[src/rtl/edge_level_gen_pkg.sv]
// Shared types for edge_level_gen: request direction and the counter-derived state.
package edge_level_gen_pkg;

  typedef enum logic {
    DIR_FALL = 1'b0,
    DIR_RISE = 1'b1
  } dir_t;

  typedef enum logic {
    ST_IDLE  = 1'b0,
    ST_DWELL = 1'b1
  } state_t;

  // A level value maps onto the direction that would have produced it.
  function automatic dir_t level_to_dir(input logic level);
    return level ? DIR_RISE : DIR_FALL;
  endfunction

endpackage

[src/rtl/edge_level_gen_dwell_timer.sv]
// Loadable down-counter that times the dwell after each level transition.
module dwell_timer #(
  parameter int W = 8
) (
  input  logic         clk,
  input  logic         reset_n,
  input  logic         load,
  input  logic [W-1:0] value,
  output logic         zero_o
);

  logic [W-1:0] cnt;

  // Count register: load wins, otherwise decrement toward zero and stop there.
  always_ff @(posedge clk or negedge reset_n) begin
    if (!reset_n) begin
      cnt <= {W{1'b0}};
    end else if (load) begin
      cnt <= value;
    end else if (cnt != {W{1'b0}}) begin
      cnt <= cnt - {{(W-1){1'b0}}, 1'b1};
    end else begin
      cnt <= cnt;
    end
  end

  assign zero_o = (cnt == {W{1'b0}});

endmodule

[src/rtl/edge_level_gen.sv]
// Rebuilds a registered level from rise/fall request pulses, with a programmable
// minimum dwell after each transition and a one-deep latest-wins pending slot.
module edge_level_gen
  import edge_level_gen_pkg::*;
#(
  parameter int   HOLD_W     = 8,
  parameter logic INIT_LEVEL = 1'b0
) (
  input  logic              clk,
  input  logic              reset_n,
  input  logic              rise_i,
  input  logic              fall_i,
  input  logic [HOLD_W-1:0] hold_cycles_i,
  output logic              level_o,
  output logic              busy_o,
  output logic              pending_o,
  output logic              rise_done_o,
  output logic              fall_done_o,
  output logic              drop_o
);

  logic              level_r;
  logic              pend_valid_r;
  dir_t              pend_dir_r;
  logic              rise_done_r;
  logic              fall_done_r;
  logic              drop_r;

  logic              zero_s;
  state_t            state_s;
  logic              req_valid_s;
  logic              req_both_s;
  dir_t              req_dir_s;
  logic              take_s;
  logic              eval_s;
  logic              level_nxt_s;
  logic              pend_valid_nxt_s;
  dir_t              pend_dir_nxt_s;
  logic              drop_s;
  logic [HOLD_W-1:0] load_val_s;

  dwell_timer #(.W(HOLD_W)) u_timer (
    .clk     (clk),
    .reset_n (reset_n),
    .load    (take_s),
    .value   (load_val_s),
    .zero_o  (zero_s)
  );

  assign state_s     = zero_s ? ST_IDLE : ST_DWELL;
  assign req_valid_s = rise_i ^ fall_i;
  assign req_both_s  = rise_i & fall_i;
  assign req_dir_s   = rise_i ? DIR_RISE : DIR_FALL;
  // A hold of 0 behaves as 1, so the counter reload is H-1 with H = max(hold, 1).
  assign load_val_s  = (hold_cycles_i == {HOLD_W{1'b0}}) ? {HOLD_W{1'b0}}
                     : hold_cycles_i - {{(HOLD_W-1){1'b0}}, 1'b1};

  // Request arbitration: pending beats new input in IDLE; otherwise input is judged against the post-edge level.
  always_comb begin
    take_s           = 1'b0;
    eval_s           = 1'b0;
    level_nxt_s      = level_r;
    pend_valid_nxt_s = pend_valid_r;
    pend_dir_nxt_s   = pend_dir_r;
    drop_s           = 1'b0;
    case (state_s)
      ST_IDLE: begin
        if (pend_valid_r) begin
          take_s           = 1'b1;
          level_nxt_s      = (pend_dir_r == DIR_RISE);
          pend_valid_nxt_s = 1'b0;
          eval_s           = 1'b1;
        end else if (req_both_s) begin
          drop_s = 1'b1;
        end else if (req_valid_s) begin
          if (req_dir_s != level_to_dir(level_r)) begin
            take_s      = 1'b1;
            level_nxt_s = (req_dir_s == DIR_RISE);
          end else begin
            drop_s = 1'b1;
          end
        end else begin
          drop_s = 1'b0;
        end
      end
      ST_DWELL: begin
        eval_s = 1'b1;
      end
      default: begin
        eval_s = 1'b0;
      end
    endcase
    if (eval_s) begin
      if (req_both_s) begin
        drop_s = 1'b1;
      end else if (req_valid_s) begin
        if (req_dir_s != level_to_dir(level_nxt_s)) begin
          drop_s           = pend_valid_nxt_s;
          pend_valid_nxt_s = 1'b1;
          pend_dir_nxt_s   = req_dir_s;
        end else begin
          drop_s           = 1'b1;
          pend_valid_nxt_s = 1'b0;
        end
      end else begin
        drop_s = drop_s;
      end
    end else begin
      eval_s = 1'b0;
    end
  end

  // Level, pending slot and one-cycle status pulses.
  always_ff @(posedge clk or negedge reset_n) begin
    if (!reset_n) begin
      level_r      <= INIT_LEVEL;
      pend_valid_r <= 1'b0;
      pend_dir_r   <= DIR_FALL;
      rise_done_r  <= 1'b0;
      fall_done_r  <= 1'b0;
      drop_r       <= 1'b0;
    end else begin
      level_r      <= level_nxt_s;
      pend_valid_r <= pend_valid_nxt_s;
      pend_dir_r   <= pend_dir_nxt_s;
      rise_done_r  <= take_s & level_nxt_s;
      fall_done_r  <= take_s & ~level_nxt_s;
      drop_r       <= drop_s;
    end
  end

  assign level_o     = level_r;
  assign busy_o      = ~zero_s;
  assign pending_o   = pend_valid_r;
  assign rise_done_o = rise_done_r;
  assign fall_done_o = fall_done_r;
  assign drop_o      = drop_r;

endmodule

[config.mk]
export PLATFORM = sky130hd
export DESIGN_NAME = edge_level_gen
export DESIGN_NICKNAME = d
export VERILOG_FILES = /design/src/rtl/edge_level_gen_pkg.sv /design/src/rtl/edge_level_gen_dwell_timer.sv /design/src/rtl/edge_level_gen.sv
export SDC_FILE = /design/constraint.sdc
export NUM_CORES = 1
export LEC_CHECK = 0
export ABC_AREA = 1
export BUFFER_PORTS_ARGS = -buffer_cell sky130_fd_sc_hd__buf_4
export CAP_MARGIN = 0
export CORE_MARGIN = 2
export CORE_UTILIZATION = 55
export CTS_BUF_LIST = sky130_fd_sc_hd__clkbuf_8 sky130_fd_sc_hd__clkbuf_16
export CTS_CLUSTER_SIZE = 20
export DETAILED_ROUTE_END_ITERATION = 16
export PLACE_DENSITY = 0.84
export SETUP_SLACK_MARGIN = 0.3
export SYNTH_ARGS = -nofsm -noshare
export SYNTH_HDL_FRONTEND = slang
export SYNTH_SLANG_ARGS = --single-unit
[constraint.sdc]
create_clock -name clk -period 2.8 [get_ports clk]
set_input_delay 0 -clock clk [delete_from_list [all_inputs] [get_ports clk]]
set_output_delay 0 -clock clk [all_outputs]
set_load 0.03 [all_outputs]
==> results.py, run 1 <==
metrics = {
    "grt": {
        "first_global_vias": 851,
        "grtUsageTotal_pct": 22.15,
        "grt_pass1_wl_mm": 3.429,
        "grt_max_degree": 15,
        "antenna_found_initial": 0,
        "grt-ovfl-total": 0,
    },
    "pwr": {
        "ir_worst_vdd_mv": 0.5195,
        "fin_total_pwr_mw": 1.046,
        "p_clk_share_pct": 15.6,
        "power_frac_seq_pct": 34.8,
        "switching_share_pct": 43.15,
        "pwr-share-comb_pct": 49.6,
        "p_int_mw": 0.5944,
        "pwr_density_cell_mw_per_mm2": 853.6,
        "power_leakage_nw": 0.6335,
        "p_sw_mw": 0.4512,
    },
    "cells_and_area": {
        "area_delta_synth_final_pct": 20.71,
        "layout_common_cells": "nand2_1, nor2_1, buf_4",
        "drive_above_1_share_pct": 23.57,
        "mostFrequentLayoutCell": "nand2_1",
        "diodes": 0,
        "nets": 176,
    },
    "timing": {
        "fin_crit_sh_pct": 61.28,
        "setup_violations": 0,
        "setup_ws_ns": 1.084,
        "clock_skew_ns": 0.001142,
        "slew-limit-headroom_pct": 80.30,
        "fin_crit_ns": 1.716,
        "drv_slew": 0,
        "tightestPinTransition_ns": 0.2932,
        "fin_tns_setup_ns": 0,
        "hold_viol_final": 0,
        "fmaxAchievable_mhz": 582.8,
        "rsz0062_at_grt": "no",
    },
    "yosys": {
        "synth-seq-area-share_pct": 34.53,
        "synth.cell_area_sq_mm": 0.001015,
        "synthCells": 136,
        "yosysWarnings": 0,
        "synth_fp_nets": 153,
        "ys_ff_latch": 14,
        "synth_cell_types": 27,
        "post_synth.cell_area_avg_sq_um": 7.461,
    },
    "floorplanning": {
        "initial_core_util_pct": 58.77,
        "fp.dieW_microns": 46.95,
        "rows": 15,
        "die-area_sq_mm": 0.002204,
        "die_h_microns": 46.95,
        "coreArea_sq_mm": 0.001727,
        "num_io_pins": 18,
    },
    "status": {
        "status": "finished clean",
    },
    "drt": {
        "num_vias": 942,
        "routed_via_density": 5.176,
        "drtIter0Drc": 31,
        "routed_wl_mm": 2.067,
        "ant_nets": 0,
        "wl_per_cell_microns": 11.36,
        "drt_pass1_iterations": 4,
        "drcViolationCount": 0,
    },
    "cts": {
        "htree_levels": 1,
        "cts_sinks": 14,
        "cts_resized": 0,
        "clk_pin_slew_ns": 0.06,
        "cts_tree": "done",
        "clock_latency_ns": 0.24,
        "numCtsBuffers": 3,
        "clockRootBuffer": "clkbuf_8",
        "clk_path_buf_depth": 2,
    },
    "worst_setup_path": {
        "crit_fanout": 9,
        "critical_path.startpoint_type": "register",
        "arrival_ns": 1.85,
        "critPathCaptureType": "register",
        "required_ns": 2.94,
        "critPathKind": "reg -> reg",
        "r2r_cells": 10,
    },
    "worst_hold_path": {
        "timing.hold.worst.class": "in -> reg",
        "holdPathStages": 2,
    },
    "placed_design": {
        "dp_worst_setup_slack_ns": 1.105,
        "numPortBuffers": 17,
        "place_congestion": 0.8756,
        "hpwlAfterDp_mm": 1.657,
    },
    "flow_run": {
        "cap_violations": 0,
    },
}
==> final cells by class <==
cell class                      instances  area (sq um)
Clock buffer                            3         41.29
Fill cell                             155         501.7
Inverter                               20         77.57
Multi-Input combinational cell        102         586.8
Sequential cell                        14         350.3
Tap cell                               25         31.28
Timing Repair Buffer                   18         137.6
==> Yosys cell counts <==
library cell	n	area, sq um
nand2_1	28	105.1
nor2_1	17	63.81
inv_1	16	60.06
dfrtp_1	14	350.3
nand3_1	9	45.04
a21oi_1	8	40.04
o21ai_0	6	30.03
ha_1	5	62.56
nand2_2	4	25.02
inv_2	3	11.26
or2_2	3	18.77
xnor2_1	3	26.28
xor2_1	3	26.28
nand3b_1	2	15.01
nor3_1	2	10.01
o221ai_1	2	17.52
a21boi_0	1	7.510
a22oi_1	1	7.510
a2bb2oi_1	1	8.760
a31oi_1	1	6.260
and2_4	1	8.760
inv_4	1	6.260
nand3_2	1	10.01
nand3_4	1	17.52
nor2_2	1	6.260
nor2_8	1	20.02
o21ai_2	1	8.760
==> critical path, cell delays in order (launching register included) <==
cell	delay, ns
dfrtp_1	0.39
inv_1	0.12
ha_1	0.19
nand3_2	0.13
nor2_8	0.22
inv_4	0.05
nand2_2	0.07
nand3_1	0.11
and2_4	0.19
o21ai_2	0.10
inv_1	0.04
==> state kept, by name, indices dropped and copies added, names as in the netlist <==
register     cells
fall_done_o      1
pending_o        1
u_timer.cnt      8
drop_o           1
level_o          1
rise_done_o      1
pend_dir_r       1
==> stage by stage <==
| step | hold WS (ns) | util (%) | area, sq um | std cells |
|---|---|---|---|---|
| after floorplan | -0.2956 | - | 1015 | 136 |
| after global placement | -0.1435 | 67.97 | 1174 | 178 |
| after detailed placement | -0.1439 | 67.97 | 1174 | 178 |
| after CTS | 0.01469 | 70.94 | 1225 | 182 |
| after global routing | 0.02851 | 70.94 | 1225 | 182 |
| final | 0.009226 | 70.94 | 1225 | 182 |
==> kinds of logic (layout without fill, tap and decap cells) <==
kind of cell    after synthesis  count (layout)  synth area share, %
flops                        14              14                34.53
compound gates               21              21                12.46
buf+inv                      20              41                7.645
fa+ha+maj                     5               5                6.165
xor+xnor                      6               6                5.180
simple gates                 70              70                34.03
==> repair_timing <==
action,in CTS,in global routing
endpoints found under the hold margin,14,0
hold buffers,1,0
setup endpoints to repair,0,0
setup buffers,0,0
==> routing by layer <==
metal  share of wire [%]  vias to the layer above  wire length, microns  GRT usage (%)
met4                 2.1                        0                    43          11.67
met1                  47                      427                   968          30.31
met5                   0                        -                     0              0
li1                    -                      486                     -              -
met3                 3.2                        5                    66          1.538
met2                  48                       24                   988          35.07
==> power groups by stage <==
stage / Combinational, mW / Sequential [mW] / Clock, mW
floorplan: 0.354 / 0.390 / 0
global placement: 0.497 / 0.359 / 0
detailed placement: 0.511 / 0.366 / 0
CTS: 0.518 / 0.363 / 0.162
global route: 0.581 / 0.376 / 0.168
finish: 0.519 / 0.364 / 0.163
==> final timing paths <==
path                                                  from                    endpoint  slack (ns)
max in group asynchronous                          reset_n         pending_o$_DFF_PN0_        2.49
worst max-delay path            u_timer.cnt[0]$_DFFE_PN0P_         pending_o$_DFF_PN0_        1.08
worst min register to register      pend_dir_r$_DFFE_PN0P_      pend_dir_r$_DFFE_PN0P_        0.47
worst max register to register  u_timer.cnt[0]$_DFFE_PN0P_         pending_o$_DFF_PN0_        1.08
worst min-delay path                      hold_cycles_i[0]  u_timer.cnt[0]$_DFFE_PN0P_       0.009
min in group asynchronous                          reset_n  u_timer.cnt[4]$_DFFE_PN0P_        0.14
No activity file was read; power rests on OpenSTA's default activity.
==> inputs of run 2 (changes only) <==
- ABC_AREA: 1 -> 0
- CORE_ASPECT_RATIO: unset -> 1.5
- CORE_UTILIZATION: 55 -> 49
- PLACE_DENSITY: 0.84 -> 0.79
- clock period: 2.8 -> 1.5 ns (I/O delays scaled with it)
==> results.py, run 2 <==
metrics = {
    "status": {
        "status": "finished, violations left",
        "failed_checks": "setup timing",
    },
    "grt": {
        "antenna_found_initial": 0,
        "first_global_vias": 1151,
        "grt_pass1_wl_mm": 5.361,
        "grt-ovfl-total": 0,
        "grt_max_degree": 15,
        "grtUsageTotal_pct": 34.13,
    },
    "worst_hold_path": {
        "hp-start": "hold_cycles_i[2]",
        "holdPathEnd": "u_timer.cnt[2]$_DFFE_PN0P_",
        "timing.hold.worst.class": "in -> reg",
        "holdPathStages": 3,
    },
    "yosys": {
        "ys_top_cells_by_area": "dfrtp_1, xnor2_1, ha_1",
        "ys_top_cells_by_count": "dfrtp_1, inv_1, nor2_1, xnor2_1, a21oi_1",
        "yosys.area.top_type": "dfrtp_1",
        "synth_top_cell_area_share_pct": 35.22,
        "synth_fp_nets": 123,
        "synth.cell_area_sq_um": 994.7,
        "synth_cell_types": 42,
        "synthCells": 106,
        "synth-seq-area-share_pct": 35.22,
        "yosysWarnings": 0,
        "async_flop_share_pct": 100.0,
        "post_synth.cell_area_avg_sq_um": 9.384,
        "synth_ff_type": "dfrtp_1",
        "ys_ff_latch": 14,
        "synth_most_common_cell": "dfrtp_1",
        "synth_edf_count": 0,
    },
    "flow_run": {
        "cap_violations": 0,
    },
    "placed_design": {
        "hpwlAfterDp_mm": 2.099,
        "dp_worst_setup_slack_ns": -0.1861,
        "place_congestion": 0.8576,
        "numPortBuffers": 17,
    },
    "floorplanning": {
        "die_h_microns": 59.18,
        "coreArea_sq_mm": 0.001977,
        "die-area_sq_mm": 0.002414,
        "num_io_pins": 18,
        "fp.dieW_microns": 40.79,
        "initial_core_util_pct": 50.32,
        "rows": 20,
    },
    "worst_setup_path": {
        "crit_fanout": 3,
        "critPathCaptureType": "register",
        "r2r_slack_ns": -0.23,
        "r2r_cells": 5,
        "critPathLaunch": "u_timer.cnt[1]$_DFFE_PN0P_",
        "worstReg2RegStart": "u_timer.cnt[1]$_DFFE_PN0P_",
        "reg2reg_to": "u_timer.cnt[7]$_DFFE_PN0P_",
        "critical_path.startpoint_type": "register",
        "arrival_ns": 1.86,
        "critPathKind": "reg -> reg",
        "required_ns": 1.62,
    },
    "cells_and_area": {
        "post-route-util_pct": 84.49,
        "nets": 179,
        "mostFrequentLayoutCell": "buf_4",
        "area_delta_synth_final_pct": 67.92,
        "drive_above_1_share_pct": 54.04,
        "diodes": 0,
        "regMostFlops": "u_timer.cnt",
        "layout_common_cells": "buf_4, dfrtp_1, xnor2_1",
        "largest_reg_flops": 8,
    },
    "timing": {
        "fin_crit_sh_pct": 115.6,
        "clock_skew_ns": 0.001464,
        "hold-worst-slack_ns": 0.06502,
        "hold_viol_final": 0,
        "fmaxAchievable_mhz": 576.7,
        "tightestPinTransition_ns": 0.4330,
        "drv_slew": 0,
        "slew-limit-headroom_pct": 70.91,
        "rsz0062_at_grt": "yes",
        "setup_ws_ns": -0.2340,
        "setup_violations": 12,
        "fin_crit_ns": 1.734,
    },
    "pwr": {
        "power_leakage_nw": 0.7280,
        "ir_worst_vdd_mv": 0.5742,
        "pwr_density_cell_mw_per_mm2": 620.4,
    },
    "drt": {
        "drcViolationCount": 0,
        "drtIter0Drc": 17,
        "wl_per_cell_microns": 20.85,
        "drt_pass1_iterations": 4,
        "num_vias": 1113,
        "routed_wl_mm": 3.815,
        "routed_via_density": 6.082,
        "ant_nets": 0,
    },
    "cts": {
        "clk_pin_slew_ns": 0.06,
        "clock_latency_ns": 0.25,
        "clk_path_buf_depth": 2,
        "clockRootBuffer": "clkbuf_8",
        "htree_levels": 1,
        "numCtsBuffers": 3,
        "cts_tree": "done",
        "cts_sinks": 14,
    },
}
==> run 2: per-layer routing <==
metal	vias up	track usage (%)	routed length (microns)
li1	500	-	-
met1	552	31.88	1297
met2	43	63.62	2247
met3	18	4.887	107
met4	0	18.57	163
met5	-	0	0
==> run 2: kinds of logic (layout without fill, tap and decap cells) <==
group,Yosys count,count (layout),synth area share (%)
compound gates,29,29,20.25
xor+xnor,11,11,9.686
fa+ha+maj,5,5,6.289
buf+inv,11,66,5.283
flops,14,14,35.22
mux,3,3,3.145
simple gates,33,33,20.13
==> run 2: worst max-delay path, stage by stage (launching register included) <==
cell     delay [ns]
dfrtp_1        0.42
buf_4          0.16
or4_4          0.55
nor4_4         0.16
xnor2_1        0.18
o22ai_1        0.13
==> run 2: what timing repair did <==
item	CTS	global route
hold buffers	2	0
endpoints found under the hold margin	15	0
buffers inserted	7	3
gates resized for setup	29	11
pin swaps	10	4
endpoints found under the setup margin	15	15
==> run 2: how the worst max path moves through the flow <==
stage,endpoint,slack (ns)
2_1_floorplan,u_timer.cnt[0]$_DFFE_PN0P_,-0.17
3_3_place_gp,u_timer.cnt[0]$_DFFE_PN0P_,-0.13
3_5_place_dp,u_timer.cnt[0]$_DFFE_PN0P_,-0.19
4_1_cts,busy_o,-0.15
5_1_grt,u_timer.cnt[0]$_DFFE_PN0P_,-0.25
6_report,u_timer.cnt[7]$_DFFE_PN0P_,-0.23
==> run 2: power by group <==
part / leakage [nW] / total, mW / internal, mW / switching (mW)
sequential: 0.160 / 0.391 / 0.387 / 0.00424
combinational: 0.539 / 0.264 / 0.119 / 0.145
clock: 0.0288 / 0.382 / 0.233 / 0.148
==> run 2: stage by stage <==
step / std cells / cell area, sq um / setup TNS, ns / power [mW]
global route: 183 / 1670 / -2.151 / 1.074
detailed placement: 167 / 1334 / -1.312 / 0.6272
global placement: 167 / 1334 / -0.8098 / 0.6187
finish: 183 / 1670 / -1.422 / 1.036
CTS: 180 / 1598 / -0.8579 / 1.017
floorplan: 106 / 1015 / -0.6290 / 0.5156
==> run 2: cell type report <==
class	instances	area (sq um)
multi-input cells	81	772.0
repair buffers	53	425.4
inverters	9	38.79
flip-flops and latches	14	351.6
well taps	22	27.53
fillers	112	306.5
clock buffers	4	55.05
